File: config.mk
export PLATFORM = sky130hd
export DESIGN_NAME = write_data_serializer
export DESIGN_NICKNAME = d
export VERILOG_FILES = /design/src/rtl/write_data_serializer_pkg.sv /design/src/rtl/write_data_serializer.sv
export SDC_FILE = /design/constraint.sdc
export NUM_CORES = 1
export LEC_CHECK = 0
export CAP_MARGIN = 20
export CELL_PAD_IN_SITES_DETAIL_PLACEMENT = 0
export CELL_PAD_IN_SITES_GLOBAL_PLACEMENT = 1
export CORE_AREA = 2 2 464 466
export DETAILED_ROUTE_END_ITERATION = 10
export DIE_AREA = 0 0 466 468
export PLACE_DENSITY_LB_ADDON = 0.1
export SYNTH_ARGS = -nofsm -noshare
export SYNTH_HDL_FRONTEND = slang
export SYNTH_SLANG_ARGS = --single-unit
export TNS_END_PERCENT = 50
File: constraint.sdc
create_clock -name clk -period 188.6 [get_ports clk]
set_input_delay 37.72 -clock clk [delete_from_list [all_inputs] [get_ports clk]]
set_output_delay 37.72 -clock clk [all_outputs]
set_load 0.01 [all_outputs]
File: src/rtl/write_data_serializer_pkg.sv
// Shared types and default geometry for the write-data path (queue and serializer).
package write_data_serializer_pkg;

  localparam int DEF_WIDTH      = 1024;
  localparam int DEF_BEAT_WIDTH = 128;

  typedef enum logic {
    IDLE = 1'b0,
    SEND = 1'b1
  } state_t;

endpackage

File: src/rtl/write_data_serializer.sv
// Pops one WIDTH-bit entry from the upstream queue tail and emits it as NBEATS LSB-first beats; first beat 1 cycle after pop.
// Beats hold while beat_ready is low; the next entry is popped on the last-beat handshake for zero-bubble streaming.
module write_data_serializer
  import write_data_serializer_pkg::*;
#(
  parameter int WIDTH      = DEF_WIDTH,
  parameter int BEAT_WIDTH = DEF_BEAT_WIDTH
) (
  input  logic                  clk,
  input  logic                  rst,
  input  logic                  in_valid,
  input  logic [WIDTH-1:0]      in_data,
  output logic                  pop,
  output logic                  beat_valid,
  output logic [BEAT_WIDTH-1:0] beat_data,
  output logic                  beat_last,
  input  logic                  beat_ready,
  output logic                  busy,
  output logic [15:0]           entry_cnt
);

  localparam int NBEATS = WIDTH / BEAT_WIDTH;
  localparam int IDX_W  = (NBEATS > 1) ? $clog2(NBEATS) : 1;
  localparam logic [IDX_W-1:0] LAST_IDX = IDX_W'(NBEATS - 1);

  state_t                            state_q, state_d;
  logic [IDX_W-1:0]                  idx_q, idx_d;
  logic [WIDTH-1:0]                  hold_q, hold_d;
  logic [15:0]                       cnt_q, cnt_d;
  logic [NBEATS-1:0][BEAT_WIDTH-1:0] hold_beats;
  logic                              at_last;

  assign hold_beats = hold_q;
  assign at_last    = (idx_q == LAST_IDX);

  always_comb begin
    state_d = state_q;
    idx_d   = idx_q;
    hold_d  = hold_q;
    cnt_d   = cnt_q;
    pop     = 1'b0;
    case (state_q)
      IDLE: pop = in_valid;
      SEND: begin
        if (beat_ready) begin
          if (!at_last) begin
            idx_d = idx_q + IDX_W'(1);
          end else begin
            cnt_d = cnt_q + 16'd1;
            if (in_valid) pop = 1'b1;
            else          state_d = IDLE;
          end
        end
      end
    endcase
    // Reset is asynchronous, so pop must be masked combinationally too.
    if (rst) pop = 1'b0;
    if (pop) begin
      hold_d  = in_data;
      idx_d   = '0;
      state_d = SEND;
    end
  end

  always_ff @(posedge clk or posedge rst) begin
    if (rst) begin
      state_q <= IDLE;
      idx_q   <= '0;
      cnt_q   <= '0;
    end else begin
      state_q <= state_d;
      idx_q   <= idx_d;
      cnt_q   <= cnt_d;
    end
  end

  // Data payload is qualified by beat_valid, so it carries no reset.
  always_ff @(posedge clk) begin
    hold_q <= hold_d;
  end

  assign beat_valid = (state_q == SEND);
  assign busy       = (state_q == SEND);
  assign beat_last  = beat_valid && at_last;
  assign beat_data  = hold_beats[idx_q];
  assign entry_cnt  = cnt_q;

endmodule

* Word level (Yosys, flattened, before mapping)
Index checks and enable logic that the tools add are counted.
Storage, ports and cells: bits in registers 1044, output and inout bits 148, logic and storage cells 30, input bits 1028
Cells by class: mux-type cells 15, $add $sub $neg 2, order comparisons 1, bitwise logic cells 1, reductions and logical operators 5, equal/unequal tests 2
Operator list (number):
- binary-select mux 128 bit (select 3 bit) | 1
- 2-to-1 mux 128 bit | 1
- adder 16 x 1 -> 16 bit, second input constant | 1
- 2-to-1 mux 3 bit | 4
- 2-to-1 mux 1 bit | 8
- AND reduction 3 bit | 2
- less-than comparator 3 x 4 -> 1 bit, second input constant | 1
- nonzero test 2 bit | 2
- adder 3 x 1 -> 3 bit, second input constant | 1
- equality test 3 bit, second input constant | 1
- inequality test 2 bit, second input constant | 1
- case mux 1 bit (2 select lines) | 1
- logical AND 1 bit | 1
- inverter 1 bit | 1

* Longest topological paths before layout
depth in word-level cells 7, depth in mapped cells 6, mapped depth without buffers 6

* Worst setup path before layout
OpenSTA, ideal clock, no wires.
kind input-to-output, start input rst, end output pop, data arrival time 87.597 ns, buffers on the path 0, path slack 63.283 ns, stages on the path 3, data required time 150.880 ns, path through inv_1 -> nand2_1 -> a21oi_1
Between the ends: longest elaborated chain between the ends 1
Ends and longest elaborated chain:
- start: declaration | RTL line write_data_serializer.sv:10 | input logic rst,
- 2-to-1 mux 1 bit | RTL line write_data_serializer.sv:57 | if (rst) pop = 1'b0;
- end: declaration | RTL line write_data_serializer.sv:13 | output logic pop,
No other way between the ends.

* Final worst setup path
Ends and elaborated chain as after synthesis.

==> metrics.md <==
| Metric | Value |
|---|---|
| Hold Path Class | `flop to flop` |
| Clk pin slew, worst setup/hold paths | `0.05 ns` |
| Yosys warning count | `0` |
| DRC | `0` |
| Die ar. | `218000 sq um` |
| Setup Fix Bufs, Post-CTS | `0` |
| CTS hold repair buffers | `0` |
| Area Growth Syn to Fin | `49.5%` |
| Yosys reg bits | `1044` |
| Inserted Clock Buffers | `137` |
| Slowest stage delay, CP | `0.88 ns` |
| EDFF count, synth | `1024` |
| Via/cell ratio | `3.78` |
| Clock tree sinks | `1044` |
| Pwr dens | `13.1 nW/um^2` |
| GRT Max-Usage Layer | `met2` |
| Total core area | `213000 sq um` |
| Min Tclk post-route | `77.82 ns` |
| Via count | `21910` |
| Critical path type | `primary input to output pin` |
| Placed cells | `5526` |
| Sequence of cells on the critical path | `clkdlybuf4s50_1 -> inv_1 -> nand2_1 -> a21oi_4 -> clkdlybuf4s50_1` |
| Worst-path maximum fanout | `21` |
| Drt first pass iters | `5` |
| Ys flop type | `edfxtp_1` |
| Nets@finish | `3858` |
| Synth Net Count | `2590` |
| Sequential share of the synthesized area | `0.795` |
| Average wire per standard cell | `27.1 um` |
| Worst-Margin Slew | `1.17 ns` |
| Most common cell in the netlist | `edfxtp_1` |
| Die W | `466 um` |
| Final Max Tran Viols | `0` |
| Hpwl dp | `119000 um` |
| Synth unique cells | `25` |
| R2r setup slk | `181.37 ns` |
| Initial drt markers | `1387` |
| Place WS | `110.61 ns` |
| Final Util | `0.276` |
| Critical Path RT | `150.88 ns` |
| Unrepaired setup endpoints after global routing | `no` |
| R2R depth | `10` |
| Post-Route Setup TNS | `0 ns` |
| Fin crit share | `0.413` |
| Final Power | `0.767 mW` |
| FFs w/ async S/R, synth | `0.0192` |
| Worst vdd ir | `0.00919 mV` |
| I/O pin total | `1176` |
| Htree depth | `4` |
| # resized after CTS | `0` |
| Area leader, netlist | `edfxtp_1` |
| Clock Latency Late Sink | `0.77 ns` |
| Gpl congestion | `0.856` |
| First-pass GRT wire length | `208000 um` |
| GR met2 Demand/Resource | `0.250` |
| CTS max path bufs | `3` |
| Routed WL | `157000 um` |
| Cell Count, Final, Fillers Out | `5789` |
| Nature of the critical path startpoint | `primary input` |
| Status | `finished, final reports clean` |
| CTS Root Cell | `clkbuf_16` |
| Worst relative slew slack | `0.217` |
| Total gr overflow | `0` |
| # setup viols final | `0` |
| GRT met3 Usage | `0.0681` |
| Vias in the first global route | `24315` |
| Synth top cells by count | `edfxtp_1, mux4_2, mux2_2` |
| I/O Buffers | `1175` |
| Largest net degree at the start of global routing | `178` |
| Fmax | `0.0129 GHz` |
| Initial Utilization | `0.184` |
| Most used cell, CP | `clkdlybuf4s50_1` |
| Synth top area cells | `edfxtp_1, mux4_2, mux2_2` |
| CTS tree | `done` |
| Post-Syn Area | `39300 sq um` |
| Final hold vios | `0` |
| GR Util All Layers | `0.140` |
| Worst EP arrival | `40.10 ns` |
| Layout cell share with drive strength beyond 1 | `0.204` |
| Clock skew | `0.0486 ns` |
| Core Rows | `170` |
| Final WS setup | `110.78 ns` |
| Mean post-synth cell area | `25.2 sq um` |
| GR Util met1 | `0.148` |
| Leak | `18.6 nW` |
| Reg-to-reg critical path endpoint | `hold_beats[578]$_DFFE_PP_` |
| DRT antenna net count | `0` |
| Cells on Worst Hold Path | `1` |
| R2r startpoint | `idx_q[0]$_DFFE_PP0P_` |
| Initial antenna violation count | `136` |
| Top-area cell type share of the netlist area | `0.782` |
| # Max-Cap Violations | `0` |
| Syn Inst Count | `1559` |
| Hold Path End | `entry_cnt[15]$_DFFE_PP0P_` |
| CP max-delay cell | `clkdlybuf4s50_1` |
| Hold Path Origin | `entry_cnt[15]$_DFFE_PP0P_` |
| Crit path capture type | `output pin` |
| Die H | `468 um` |
## final cells by class
type / count / area (sq um)
well taps: 2838 / 3550
clock inverters: 79 / 786
clock buffers: 165 / 3530
multi-input cells: 439 / 7590
inverters: 3 / 11.3
fillers: 21239 / 155000
repair buffers: 1202 / 12000
diodes: 19 / 47.5
flip-flops and latches: 1044 / 31300
## state kept, by name, indices dropped and copies added (netlist names)
name / count
beat_valid: 1
hold_beats: 1024
idx_q: 3
entry_cnt: 16
## kinds of logic (layout without fill, tap and decap cells)
group | after synthesis | count (layout) | share of synthesized area
other | 0 | 19 | 0
flip-flops | 1044 | 1044 | 0.795
AND/OR/NAND/NOR | 31 | 31 | 0.00391
multiplexers | 387 | 387 | 0.184
AO/OA/AOI/OAI | 2 | 2 | 0.000254
adder cells (fa/ha/maj) | 3 | 3 | 0.000955
XOR/XNOR | 16 | 16 | 0.00356
buffers and inverters | 76 | 1449 | 0.0126
## layout by cell type (no fill, tap or decap), types with 2 or more instances in the layout
cell,count
and3_1,2
buf_12,3
buf_4,24
bufinv_16,8
clkbuf_1,28
clkbuf_16,137
clkdlybuf4s50_1,1175
clkinv_1,34
clkinv_16,4
clkinv_2,16
clkinv_4,4
clkinv_8,5
clkinvlp_4,2
dfrtp_1,17
dfrtp_4,3
diode_2,19
edfxtp_1,1024
ha_1,3
inv_1,3
inv_16,3
inv_6,3
mux2_2,129
mux2i_1,2
mux4_2,256
nand2_1,10
nand3_1,5
nand4_1,4
nor2_1,6
xnor2_1,11
xor2_1,5
## how the worst max path moves through the flow
stage | start | end | slack [ns] | depth (start not counted)
CTS | rst | pop | 110.61 | 5
global placement | rst | pop | 110.59 | 5
global route | rst | pop | 110.53 | 5
finish | rst | pop | 110.78 | 5
detailed placement | rst | pop | 110.61 | 5
floorplan | rst | pop | 63.28 | 3
## stage by stage
step | hold slack [ns] | cell area (sq um)
floorplan | 0.508 | 39300
global placement | 0.475 | 54400
detailed placement | 0.489 | 54400
CTS | 0.505 | 58700
global route | 0.541 | 58700
finish | 0.501 | 58800
## layer usage
layer | routed length (um) | part of all wire
met3 | 17100 | 0.11
met2 | 81200 | 0.52
met1 | 55200 | 0.35
met4 | 3050 | 0.019
met5 | 542 | 0.0035
## critical path, delay by kind of cell
family	cells	cell delay, ns
simple gates	1	0.24
buf+inv	3	1.94
compound gates	1	0.18
## where the power goes
group / switching [mW] / leakage, nW / internal, mW
Clock: 0.107 / 2.09 / 0.146
Combinational: 0.105 / 7.02 / 0.126
Sequential: 0.0110 / 9.50 / 0.273
Total: 0.222 / 18.6 / 0.545
Note: power is estimated with default switching activity, not from simulation.
